==> config.mk <==
export PLATFORM = sky130hd
export DESIGN_NAME = add_accum_mc
export DESIGN_NICKNAME = d
export VERILOG_FILES = /design/src/rtl/add_accum_mc.sv
export SDC_FILE = /design/constraint.sdc
export NUM_CORES = 1
export LEC_CHECK = 0
export CAP_MARGIN = 20
export CORE_ASPECT_RATIO = 1.4
export CORE_MARGIN = 4
export CORE_UTILIZATION = 37
export CTS_CLUSTER_SIZE = 40
export DETAILED_ROUTE_END_ITERATION = 16
export SYNTH_ARGS = -nofsm -noshare
export SYNTH_HDL_FRONTEND = slang
export SYNTH_SLANG_ARGS = --single-unit
==> constraint.sdc <==
create_clock -name clk -period 8.1 [get_ports clk]
set_clock_uncertainty 0.15 [all_clocks]
set_input_delay 1.62 -clock clk [delete_from_list [all_inputs] [get_ports clk]]
set_output_delay 1.62 -clock clk [all_outputs]
set_load 0.005 [all_outputs]
==> src/rtl/add_accum_mc.sv <==
// add_accum_mc
// ------------
// Adds two unsigned WIDTH-bit operands and can accumulate the result into one
// of CHANNELS per-channel accumulators, using wrap or saturating arithmetic.
// Every result is registered together with its channel tag and an overflow
// flag. Per-channel sticky overflow bits record any overflow since the last
// clear of that channel.
//
// Ports
//   clk        clock; all state changes on the rising edge
//   rst        synchronous active-high reset
//   in_valid   input beat present
//   in_ready   block can accept a beat this cycle (combinational)
//   in_a/in_b  unsigned operands
//   in_ch      target channel; values >= CHANNELS map to channel 0
//   in_mode    00 ADD, 01 ACC (wrap), 10 SACC (saturate), 11 CLR (read-and-clear)
//   out_valid  registered result present
//   out_ready  consumer takes the result this cycle
//   out_sum    result
//   out_ch     channel of the result (0 when the request was remapped)
//   out_ovf    overflow / saturation for this result
//   ovf_sticky per-channel sticky overflow
module add_accum_mc #(
    parameter int WIDTH    = 8,
    parameter int CHANNELS = 4,
    parameter int CH_W     = $clog2(CHANNELS)
) (
    input  logic                clk,
    input  logic                rst,
    input  logic                in_valid,
    output logic                in_ready,
    input  logic [WIDTH-1:0]    in_a,
    input  logic [WIDTH-1:0]    in_b,
    input  logic [CH_W-1:0]     in_ch,
    input  logic [1:0]          in_mode,
    output logic                out_valid,
    input  logic                out_ready,
    output logic [WIDTH-1:0]    out_sum,
    output logic [CH_W-1:0]     out_ch,
    output logic                out_ovf,
    output logic [CHANNELS-1:0] ovf_sticky
);

    typedef enum logic [1:0] {
        MODE_ADD  = 2'b00,
        MODE_ACC  = 2'b01,
        MODE_SACC = 2'b10,
        MODE_CLR  = 2'b11
    } mode_e;

    // Two guard bits: acc + a + b never exceeds 3*MAX, which fits in WIDTH+2.
    localparam int              SW      = WIDTH + 2;
    localparam logic [SW-1:0]   MAX_S   = {2'b00, {WIDTH{1'b1}}};
    localparam logic [CH_W:0]   NUM_CH  = CHANNELS[CH_W:0];

    // Accumulators live in flops: CLR and back-to-back beats need a same-cycle
    // read of the addressed channel, which a registered-read RAM cannot give.
    logic [WIDTH-1:0]    acc_q [CHANNELS];
    logic [CHANNELS-1:0] sticky_q;

    logic                out_valid_q;
    logic [WIDTH-1:0]    out_sum_q,  out_sum_d;
    logic [CH_W-1:0]     out_ch_q;
    logic                out_ovf_q,  out_ovf_d;

    mode_e               mode;
    logic                accept;
    logic [CH_W-1:0]     eff_ch;
    logic [WIDTH-1:0]    acc_cur;
    logic [SW-1:0]       sum_s;
    logic                ovf;
    logic [WIDTH-1:0]    sat_val;
    logic [WIDTH-1:0]    acc_wr_d;
    logic                sticky_wr_d;

    assign mode     = mode_e'(in_mode);
    assign in_ready = !rst && (!out_valid_q || out_ready);
    assign accept   = in_valid && in_ready;

    // Out-of-range channel requests are folded onto channel 0.
    assign eff_ch   = ({1'b0, in_ch} < NUM_CH) ? in_ch : '0;
    assign acc_cur  = acc_q[eff_ch];

    assign sum_s    = SW'(in_a) + SW'(in_b)
                    + ((mode == MODE_ADD) ? '0 : SW'(acc_cur));
    assign ovf      = (sum_s > MAX_S);
    assign sat_val  = ovf ? {WIDTH{1'b1}} : sum_s[WIDTH-1:0];

    always_comb begin
        out_sum_d   = sum_s[WIDTH-1:0];
        out_ovf_d   = ovf;
        acc_wr_d    = acc_cur;
        sticky_wr_d = sticky_q[eff_ch];
        unique case (mode)
            MODE_ADD: begin
                out_sum_d = sum_s[WIDTH-1:0];
            end
            MODE_ACC: begin
                acc_wr_d    = sum_s[WIDTH-1:0];
                sticky_wr_d = sticky_q[eff_ch] | ovf;
            end
            MODE_SACC: begin
                out_sum_d   = sat_val;
                acc_wr_d    = sat_val;
                sticky_wr_d = sticky_q[eff_ch] | ovf;
            end
            MODE_CLR: begin
                out_sum_d   = acc_cur;
                out_ovf_d   = 1'b0;
                acc_wr_d    = '0;
                sticky_wr_d = 1'b0;
            end
            default: begin
                out_sum_d = sum_s[WIDTH-1:0];
            end
        endcase
    end

    // Per-channel state: only the addressed channel is written, and only on
    // an accepted non-ADD beat.
    generate
        for (genvar gi = 0; gi < CHANNELS; gi++) begin : g_ch
            always_ff @(posedge clk) begin
                if (rst) begin
                    acc_q[gi]    <= '0;
                    sticky_q[gi] <= 1'b0;
                end else if (accept && (mode != MODE_ADD) && (eff_ch == CH_W'(gi))) begin
                    acc_q[gi]    <= acc_wr_d;
                    sticky_q[gi] <= sticky_wr_d;
                end
            end
        end
    endgenerate

    // Output register: loads on accept, drains on out_ready, otherwise holds.
    always_ff @(posedge clk) begin
        if (rst) begin
            out_valid_q <= 1'b0;
            out_sum_q   <= '0;
            out_ch_q    <= '0;
            out_ovf_q   <= 1'b0;
        end else if (accept) begin
            out_valid_q <= 1'b1;
            out_sum_q   <= out_sum_d;
            out_ch_q    <= eff_ch;
            out_ovf_q   <= out_ovf_d;
        end else if (out_ready) begin
            out_valid_q <= 1'b0;
        end
    end

    assign out_valid  = out_valid_q;
    assign out_sum    = out_sum_q;
    assign out_ch     = out_ch_q;
    assign out_ovf    = out_ovf_q;
    assign ovf_sticky = sticky_q;

endmodule
Word-level counts from Yosys, hierarchy flattened

Memory sizes are Yosys's and may differ from the RTL's.
Cells that the tools add are included.

RAM bits: 32
Memories kept: 1
Register bits after elaboration: 16
Word-level logic and storage cells: 67
Output and inout port bits: 17
Bits of input ports: 24

Memory list:

| name  | words | bits a word | read ports | clocked after memory_dff | wr ports | RTL line | text |
|---|---|---|---|---|---|---|---|
| acc_q | 4     | 8           | 1          | 0                        | 4        | 58       | `logic [WIDTH-1:0] acc_q [CHANNELS];` |

Reductions and logical operators: 15
Bitwise operators: 5
Equality and inequality tests: 6
Add/subtract/negate cells: 2
Order comparisons: 2
Mux-type cells: 28

Operators with widths:

| cell                                                           | number |
|---|---|
| 2-to-1 mux 8 bit                                               | 6 |
| one-hot mux 8 bit (3 select lines)                             | 1 |
| 2-to-1 mux 1 bit                                               | 18 |
| one-hot mux 8 bit (2 select lines)                             | 1 |
| adder 9 x 8 -> 10 bit                                          | 1 |
| greater-than comparator 10 x 8 -> 1 bit, second input constant | 1 |
| adder 8 x 8 -> 9 bit                                           | 1 |
| equality test 2 bit, second input constant                     | 4 |
| logical AND 1 bit                                              | 7 |
| bitwise OR 1 bit                                               | 5 |
| equality test 2 x 1 -> 1 bit, second input constant            | 2 |
| logical NOT 2 bit                                              | 2 |
| nonzero test 2 bit                                             | 2 |
| less-than comparator 2 x 3 -> 1 bit, second input constant     | 1 |
| binary-select mux 1 bit (select 2 bit)                         | 1 |
| logical NOT 1 bit                                              | 2 |
| one-hot mux 1 bit (2 select lines)                             | 1 |
| OR reduction 2 bit                                             | 1 |
| logical OR 1 bit                                               | 1 |

Longest topological paths before layout

Depth after elaboration: 10
Depth in mapped cells: 15
Depth with buffers taken out: 13

Worst setup path before layout

OpenSTA, ideal clock, no wires.

Path kind: input port to flip-flop
Start point: in in_ch[0]
End point: mem acc_q[0][7], data pin
Data required time: 7.679 ns
Path slack: 2.838 ns
Library setup time: 0.271 ns
Arrival: 4.841 ns
Stages on the path: 15
Path buffers: 3
Cells stage by stage: buf_2 > buf_2 > mux4_2 > nand2b_1 > fa_1 > inv_1 > ha_1 > fa_1 > a211oi_2 > o21ai_1 > a211o_1 > mux2_2 > buf_6 > nor3_4 > nor3_1

RTL lines:

| what               | RTL line | text |
|---|---|---|
| start: declaration | 34       | `input logic [CH_W-1:0] in_ch,` |
| end: declaration   | 58       |  |

==> out/summary.txt <==
Largest net degree at the start of global routing: 24
First-pass GRT wire length: 12040 µm
# IOs: 41
Site Rows: 38
Largest area contributor in the netlist: edfxtp_1
Final Hold Fails: 0
Setup Buffers After CTS: 0
Reg power frac: 41.4%
Cts hold-fix bufs: 0
Die H: 113.0 µm
Dpl hpwl: 5386 µm
DRT antenna net count: 0
Synthesized area: 2915 µm²
Layout cells sized above 1: 9.901%
Sw Share: 32.42%
Total CTS buffers: 5
Post-synth top cells: edfxtp_1 (32), nor2_1 (23), inv_1 (19)
Core region area: 7702 µm²
PostCTS Resize Cnt: 0
Total gr overflow: 0
Final period utilization: 75.67%
Clock sink count: 48
Nets@finish: 346
Clk pwr share: 25.3%
Number of H-tree levels: 2
Yosys warning count: 0
Starting Density: 37.85%
Hold Path Sink: out_ch[0]
CTS tree: built
Cell internal pwr: 465.6 µW
Minimum clock period: 6.129 ns
Req. time, crit path: 8.00 ns
Worst reg2reg path startpoint: acc_q[2][0]
Net switching power figure: 223.3 µW
Peak fanout along the critical path: 15
Worst path max stage delay: 1.02 ns
Comb power frac: 33.4%
Synth cell types: 50
Most frequent CP cell: fa_1
CP Capture Type: register
R2R Path End: acc_q[2][6]
Worst Setup Slack, final: 1.971 ns
Setup_tns: 0 ns
RSZ-0062 raised after global routing: false
Drt wl/cell: 17.89 µm
WHS Path Cells: 2
Max IR drop VDD: 0.07204 mV
Worst Setup Path Type: in2reg
Top-count cell post-synth: edfxtp_1
Syn_area_per_cell: 10.92 µm²
Slowest CP cell: clkdlybuf4s50_1
Async SR Flop Fraction: 0%
Pre-Repair DR Iteration Count: 4
LEAKAGE: 0.001335 µW
Via-to-Cell Ratio: 5.576
Mapped Cells: 267
Input/output buffers: 40
Slack of the worst reg-to-reg path: 4.06 ns
Antenna diodes: 0
Gr usage total: 16.21%
Post-Synthesis Net Count: 311
Number of global-route vias before repair: 2369
Fin. max-slew vios: 0
Status: complete, no violations
Initial antenna violation count: 0
Pre-CTS WS: 1.629 ns
Max Cap Viol: 0
Worst Tran Pin Value: 0.8439 ns
Final WL: 7209 µm
CTS max path bufs: 2
Crit path cell chain: clkdlybuf4s50_1, mux4_2, nor2b_1, fa_1, ha_1, fa_1, a211oi_2, o21ai_1, a211o_1, mux2_2, o21ai_2, a21oi_1
Worst EP arrival: 6.02 ns
Top delay family on crit path: compound AO/OA/AOI/OAI gates
Pwr dens: 197.0 nW/µm²
Area contributors post-synth: edfxtp_1 (33%), dfxtp_1 (11%), fa_1 (6.2%)
Die ar.: 9383 µm²
Worst slew margin: 43.56%
GP Congestion: 0.8030
Reg2reg path depth: 11
Ys flop type: edfxtp_1
Buf+Inv Stages, Crit Path: 1
Area grow syn2layout: 19.96%
WP depth: 12
Post-synthesis register bit count: 48
Hold path startpoint: out_ch[0]
Setup Viol. Count Final: 0
Max frequency: 163.2 MHz
Worst-path clk slew: 0.09 ns
Total number of vias: 2247
DRC: 0
Post-synth top area share: 32.96%
Post-synth EDFFs: 32
Die Span X: 83.02 µm
Register area share after synthesis: 43.95%
Clock latency on the worst-skew pair: 0.31 ns
Hold crit path type: reg2reg
Root Buffer: clkbuf_8
Crit path launch type: primary input
1st-iter DRT viols: 220
[worst max-delay path by stage]
stage	slack [ns]	startpoint	endpoint
after floorplan	2.84	in_ch[0]	acc_q[0][7]
after global placement	1.70	in_ch[0]	acc_q[0][6]
after detailed placement	1.63	in_ch[0]	acc_q[1][6]
after CTS	1.95	in_ch[0]	acc_q[2][6]
after global routing	1.79	in_ch[0]	acc_q[2][6]
final	1.97	in_ch[0]	acc_q[2][6]
[power by group through the flow]
stage | Clock (µW) | Combinational (µW) | Sequential (µW)
after floorplan | 0 | 160 | 290
after global placement | 0 | 229 | 291
after detailed placement | 0 | 228 | 291
after CTS | 176 | 230 | 285
after global routing | 185 | 250 | 288
final | 174 | 230 | 285
[kinds of logic after synthesis]
logic type / after synthesis / synth area share, %
flops: 48 / 43.95
compound gates: 66 / 16.52
fa+ha+maj: 20 / 10.90
xor+xnor: 5 / 1.502
simple gates: 85 / 15.41
buf+inv: 32 / 4.464
mux: 11 / 7.253
[state kept, by name (all words and copies together) (netlist names)]
signal      cells
acc_q          32
out_ch          2
out_ovf         1
out_sum         8
out_valid       1
ovf_sticky      4
[metrics by stage]
stage / utilization [%] / instance area (µm²) / cells / power (µW) / hold slack (ns)
2_1_floorplan: - / 2915 / 267 / 450.2 / 0.3003
3_3_place_gp: 44.01 / 3390 / 395 / 519.7 / 0.2932
3_5_place_dp: 44.01 / 3390 / 395 / 519.2 / 0.2990
4_1_cts: 45.40 / 3497 / 403 / 691.5 / 0.3138
5_1_grt: 45.40 / 3497 / 403 / 722.6 / 0.3369
6_report: 45.40 / 3497 / 403 / 688.9 / 0.3101
[area by class of cell]
| cell class | count | area [µm²] |
|---|---|---|
| sequential | 48 | 1281 |
| clock inverter | 2 | 35.03 |
| inverter | 19 | 71.32 |
| clock buffer | 6 | 72.57 |
| fill | 749 | 4205 |
| multi-input combinational | 187 | 1504 |
| tap | 100 | 125.1 |
| timing repair buffer | 41 | 407.9 |
[cell usage in the layout, fill, tap and decap left out, drive strengths merged, types with 5 or more instances in the layout]
cell / instances
clkbuf: 6
ha: 11
mux4: 8
fa: 9
nand2b: 7
a22oi: 6
nor2b: 8
edfxtp: 32
nor2: 26
a31oi: 5
nand3: 8
o21ai: 8
dfxtp: 16
o22ai: 12
a21oi: 17
nand2: 16
nor3: 9
inv: 19
clkdlybuf4s50: 40
[routing by layer]
metal	share of wire (%)	wire length, µm	global-route usage (%)
met1	41	2963	18.87
met2	52	3772	29.39
met3	4.1	298	2.331
met4	2.4	175	7.197
met5	0	0	0
[worst min-delay path, stage by stage (launching register included)]
cell	delay, ns
dfxtp_1	0.32
nand3_1	0.06
nand2_1	0.04
Power figures use the tool's default switching activity.
==> patch 1 (same settings) <==
Register the output `out_ovf` once more, without a reset; this adds one clock of latency there. The other outputs are not delayed to match.
--- a/src/rtl/add_accum_mc.sv
+++ b/src/rtl/add_accum_mc.sv
@@ -153,5 +153,7 @@
     assign out_sum    = out_sum_q;
     assign out_ch     = out_ch_q;
-    assign out_ovf    = out_ovf_q;
+    always_ff @(posedge clk) begin
+        out_ovf <= out_ovf_q;
+    end
     assign ovf_sticky = sticky_q;
 
Check against the original RTL: not equivalent (a bounded check fails within 4 cycles, from zero or initial values and one cycle with rst high).
==> patch 1 against the unedited design <==
- area after synthesis grew 0.69%
- global-route usage down 0.29 points
- first-iteration DRC count shrank 48%
- count of clock-buffer cells in the layout down 1
- via count decreased by 1.8%
- worst setup slack gained 0.060 ns
- sequential cell count grew 1
- cell count grew 0.25%
- sequential power up 2%
- power decreased by 3.5%
- routed wire length fell by 1.5%
- die area up 0.63%
- cell area barely moved
==> patch 1: results (changes against the unedited design) <==
** STA
- The hold slack came to 0.219 ns (-0.0916 ns).
- Tightest slew margin relative to the limit :: 0.452 (+0.0167)

** Clock network
- The maximum root-to-sink buffer count was 2 (unchanged).
- The setup fix buffers added after clock tree synthesis was 0 (unchanged).
- Clock latency reported for the late side of the worst-skew pair :: 0.31 ns (about the same)
- The tree is rooted in a clkbuf_8.
- The level count of the clock H-tree was 2 (unchanged).

** Worst setup path
- Arrival time of the worst setup path :: 5.96 ns (-0.06 ns)
- The reg2reg setup slack was 4.10 ns (+0.04 ns).
- Reg2reg start :: acc_q[3][0]
- R2R Path End :: acc_q[1][6]
- The count of cells along the worst register-to-register path was 11 (unchanged).
- The peak fanout along the critical path was 15 (unchanged).

** Yosys
- By area the synthesized netlist is led by edfxtp_1 33%, dfxtp_1 12%, fa_1 6.1%, mux4_2 6.1%, ha_1 4.7%.
- The register area share after synthesis came to 0.443 (+0.00382).
- Most frequent cells after synthesis :: 32 x edfxtp_1, 23 x nor2_1, 19 x inv_1, 17 x a21oi_1, 17 x dfxtp_1
- The number of nets produced by synthesis came to 312 (+0.32%).
- The number of warnings issued by yosys was 0 (unchanged).
- Number of distinct library cells after synthesis :: 50 (unchanged)
- Fraction of synthesis flops using an asynchronous set or reset pin :: 0 (unchanged)

** Final layout
- The number of nets in the layout came to 347 (+0.29%).
- acc_q holds more flip-flops than any other register.
- The fill cell total of the finished layout came to 725 (-3.2%).
- The antenna cell count was 0 (unchanged).
- The number of flip-flops in the largest register is 32 (unchanged).
- Fraction of layout cells with a size suffix above 1 :: 0.0987 (-0.000326)

** Drt
- Detailed Route Iter0 Violations :: 114 (-48%)
- Detailed-routing iteration count for the pre-antenna-repair pass :: 7 (+3)
- Via density per instance :: 5.46 (-2.1%)
- Final WL :: 7100 um (-1.5%)

** Power
- The static power due to leakage is 1.33 nW (-0.11%).
- The largest voltage drop on the vdd net came to 0.0798 mV (+11%).

** Hold path
- For hold timing, the worst endpoint is out_ovf.
- WHS Path Cells :: 0 (-2)
- Worst min-delay path class :: reg -> reg
- Start point of the worst min-delay path :: out_ovf_q

** Outcome
- The flow ran to the end, and the final reports show no timing, DRC or antenna violations.

** Placement
- The final estimated routing congestion in global placement came to 0.809 (+0.80%).
- The number of buffer cells added on primary ports was 40 (unchanged).
- Placed wire-length estimate :: 5380 um (about the same)
- The placed cell area came to 3410 um2 (+0.59%).

** Global route
- Pin count of the biggest net entering global routing :: 24 (unchanged)
- Via count of the first global-routing pass :: 2328 (-1.7%)
- The aggregate global-route resource usage came to 0.159 (-0.00286).
- The global-route congestion overflow total came to 0 (unchanged).
- The first-pass GRT wire length was 12000 um (-0.63%).

** Floorplanning
- The total die area came to 9440 um2 (+0.63%).
patch 1: changes by cell type after synthesis, sizes merged:
cell / change
dfxtp: +1
patch 1: report_power, final:
part	leakage [nW]	internal, mW	switching (mW)	total (mW)
sequential	0.473	0.284	0.00651	0.290
clock	0.0455	0.0599	0.0858	0.146
combinational	0.814	0.0954	0.133	0.229
patch 1: cells by family (layout without fill, tap and decap cells):
kind of cell	Yosys count	count (layout)	share of synthesized area
compound gates	66	66	0.164
xor+xnor	5	5	0.0149
fa+ha+maj	20	20	0.108
buf+inv	32	68	0.0443
flops	49	49	0.443
mux	11	11	0.0720
simple gates	85	85	0.153
patch 1: final cells by class:
| class | instances | area share |
|---|---|---|
| Multi-Input combinational cell | 187 | 0.430 |
| Inverter | 19 | 0.0204 |
| Tap cell | 100 | 0.0358 |
| Clock inverter | 3 | 0.00501 |
| Sequential cell | 49 | 0.372 |
| Clock buffer | 5 | 0.0197 |
| Timing Repair Buffer | 41 | 0.117 |
patch 1: layer usage:
metal	GRT usage	part of all wire
met5	0	0
met4	0.0545	0.020
met3	0.0267	0.049
met2	0.289	0.53
met1	0.190	0.40
patch 1: how the worst max path moves through the flow:
stage | to | startpoint | slack [ns] | depth (start not counted)
final | acc_q[1][6] | in_ch[0] | 2.03 | 12
after global routing | acc_q[0][6] | in_ch[0] | 1.77 | 12
after CTS | acc_q[1][6] | in_ch[0] | 1.97 | 12
after detailed placement | acc_q[1][6] | in_ch[0] | 1.63 | 12
after global placement | acc_q[0][6] | in_ch[0] | 1.69 | 12
after floorplan | acc_q[0][7] | in_ch[0] | 2.84 | 15
patch 1: through the flow:
stage / std cells / utilization / setup slack (ns)
CTS: 404 / 0.451 / 1.97
global placement: 396 / 0.440 / 1.69
detailed placement: 396 / 0.440 / 1.63
floorplan: 268 / - / 2.84
global route: 404 / 0.451 / 1.77
finish: 404 / 0.451 / 2.03
patch 1: critical path, stage by stage:
cell,delay (ns)
clkdlybuf4s50_1,1.00
mux4_2,0.60
nor2b_1,0.16
fa_1,0.37
ha_1,0.22
fa_1,0.43
a211oi_2,0.28
o21ai_1,0.13
a211o_1,0.30
mux2_2,0.45
o21ai_2,0.30
a21oi_1,0.10
==> patch 2 (same settings) <==
Without the edit above. Change the parameter `WIDTH` from 8 to 6.
--- a/src/rtl/add_accum_mc.sv
+++ b/src/rtl/add_accum_mc.sv
@@ -22,5 +22,5 @@
 //   ovf_sticky per-channel sticky overflow
 module add_accum_mc #(
-    parameter int WIDTH    = 8,
+    parameter int WIDTH    = 6,
     parameter int CHANNELS = 4,
     parameter int CH_W     = $clog2(CHANNELS)
Interface: changed (resized in_a, in_b and out_sum); port bits go from 41 to 35. The function was not compared with the original's and may differ.
==> patch 2 against the unedited design <==
- power down 24%
- clock power down 26%
- routed wire length down 14%
- worst setup slack better by 0.42 ns
- maximum frequency up 7.3%
- cell area down 18%
- worst hold slack worse by 0.0022 ns
- critical path depth up 1
- first-iteration DRC count down 43%
- non-clock buffer count down 5
- sequential cell count down 10
- area after synthesis down 18%
- count of clock-buffer cells in the layout unchanged
- largest power group unchanged
- highest routed layer unchanged
==> patch 2: results (changes against the unedited design) <==
** Outcome
- The flow ran to the end, and the final reports show no timing, DRC or antenna violations.

** Drt
- Number of vias in the routed layout :: 1945 (-13%)
- Routed length per placed instance :: 18.0 um (+0.71%)
- The routed length on met1 came to 2460 um (-17%).
- Met3 Wirelength :: 249 um (-16%)
- The detailed route wirelength on metal2 came to 3210 um (-15%).
- The violation count after the first detailed-routing iteration came to 126 (-43%).

** Clock network
- The later-pin clock latency in the skew report was 0.29 ns (-0.02 ns).
- Number of resized instances in the post-cts repair step :: 0 (unchanged)
- Bufs on Longest Clock Path :: 2 (unchanged)
- The setup fix buffers added after clock tree synthesis was 0 (unchanged).
- The tree is rooted in a clkbuf_8.
- H-tree levels :: 2 (unchanged)

** Global route
- The aggregate global-route resource usage was 0.165 (+0.00320).
- Pin count of the biggest net entering global routing :: 20 (-17%)
- Via count of the first global-routing pass :: 1993 (-16%)
- The first-pass GRT wire length was 10200 um (-15%).
- The met3 routing resource usage after global routing came to 0.0277 (+0.00442).
- The global routing usage on met2 is 0.296 (+0.00228).
- GRT met1 Usage :: 0.184 (-0.00516)

** Placement
- Placed wire-length estimate :: 4730 um (-12%)
- Number of I/O port buffers :: 34 (-15%)
- Total placed instance area :: 2790 um2 (-18%)
- The number of placed instances, taps included is 337 (-15%).
- Weighted congestion at the end of routability-driven global placement :: 0.860 (+7.1%)

** Yosys
- Top cells by area in the synthesized netlist :: edfxtp_1 30%, dfxtp_1 12%, fa_1 5.9%, nor2_1 4.9%, ha_1 4.7%
- The synthesized instance count was 239 (-10%).
- The register area share after synthesis was 0.418 (-0.0215).
- The number of nets produced by synthesis was 275 (-12%).
- Most instantiated flip-flop cell in the synthesis netlist :: edfxtp_1
- EDFF count, synth :: 24 (-25%)
- Most frequent cells after synthesis :: 31 x nor2_1, 24 x edfxtp_1, 22 x a21oi_1, 17 x inv_1, 15 x nand2_1

** STA
- The transition time at the pin with the least slew margin was 0.755 ns (-0.0885 ns).

** Worst setup path
- The largest stage delay on the critical path came to 0.96 ns (-0.06 ns).
- Worst-case reg-to-reg path depth :: 9 (-2)
- The worst register-to-register path begins at acc_q[3][5].
- Maximum fanout along the worst path :: 17 (+2)
- Register-to-register path setup slack :: 4.41 ns (+0.35 ns)
- In this run the worst setup path begins at in_ch[1].
- Endpoint of the most critical setup path :: acc_q[2][2]

** Final layout
- The fill cell total of the finished layout came to 604 (-19%).
- Final net count :: 308 (-11%)
- Largest register FFs :: 24 (-25%)
- Antenna Diode Count :: 0 (unchanged)
- Fraction of layout cells with a size suffix above 1 :: 0.106 (+0.00722)
- Final Instance Count excl. Fillers :: 345 (-14%)

** Power
- The largest voltage drop on the vdd net is 0.0574 mV (-20%).
- Cell Int Power :: 0.355 mW (-24%)
- The static power due to leakage came to 1.13 nW (-16%).
## patch 2: changes by cell type after synthesis, sizes merged, moves of 5 or more
cell and change:
o21ai -6, edfxtp -8, nor2 +5, nand2b -6, and2 +5, a21oi +5, o22ai -12, a22oi -6
## patch 2: cell type report
cell class                 count  area [um2]  area share
tap                           72        90.1      0.0314
timing repair buffer          36         355       0.124
clock inverter                 2        13.8     0.00479
inverter                      17        63.8      0.0222
sequential                    38        1000       0.348
clock buffer                   6        72.6      0.0253
multi-input combinational    174        1280       0.444
## patch 2: cells by family after synthesis
logic type	count (synthesis)	share of synthesized area
AOI/OAI and AO/OA	49	0.142
buffers and inverters	27	0.0491
and+or+nand+nor	96	0.209
adders and majority gates	16	0.106
muxes	11	0.0690
DFF	38	0.418
xor gates and xnor gates	2	0.00732
## patch 2: stage by stage
| stage | worst slack (ns) | hold WS (ns) |
|---|---|---|
| CTS | 2.42 | 0.315 |
| global route | 2.07 | 0.343 |
| global placement | 2.16 | 0.294 |
| finish | 2.39 | 0.308 |
| floorplan | 3.16 | 0.300 |
| detailed placement | 2.12 | 0.304 |
## patch 2: power groups by stage
stage | logic, mW | clock network (mW) | registers [mW]
finish | 0.174 | 0.128 | 0.224
global route | 0.193 | 0.140 | 0.225
CTS | 0.174 | 0.132 | 0.224
detailed placement | 0.173 | 0 | 0.229
global placement | 0.173 | 0 | 0.228
floorplan | 0.113 | 0 | 0.228
## patch 2: critical path: cells and delay by family
| family | cells | cell delay [ns] |
|---|---|---|
| adders and majority gates | 3 | 1.00 |
| buffers and inverters | 1 | 0.96 |
| and+or+nand+nor | 5 | 0.94 |
| AOI/OAI and AO/OA | 3 | 0.64 |
| muxes | 1 | 0.42 |
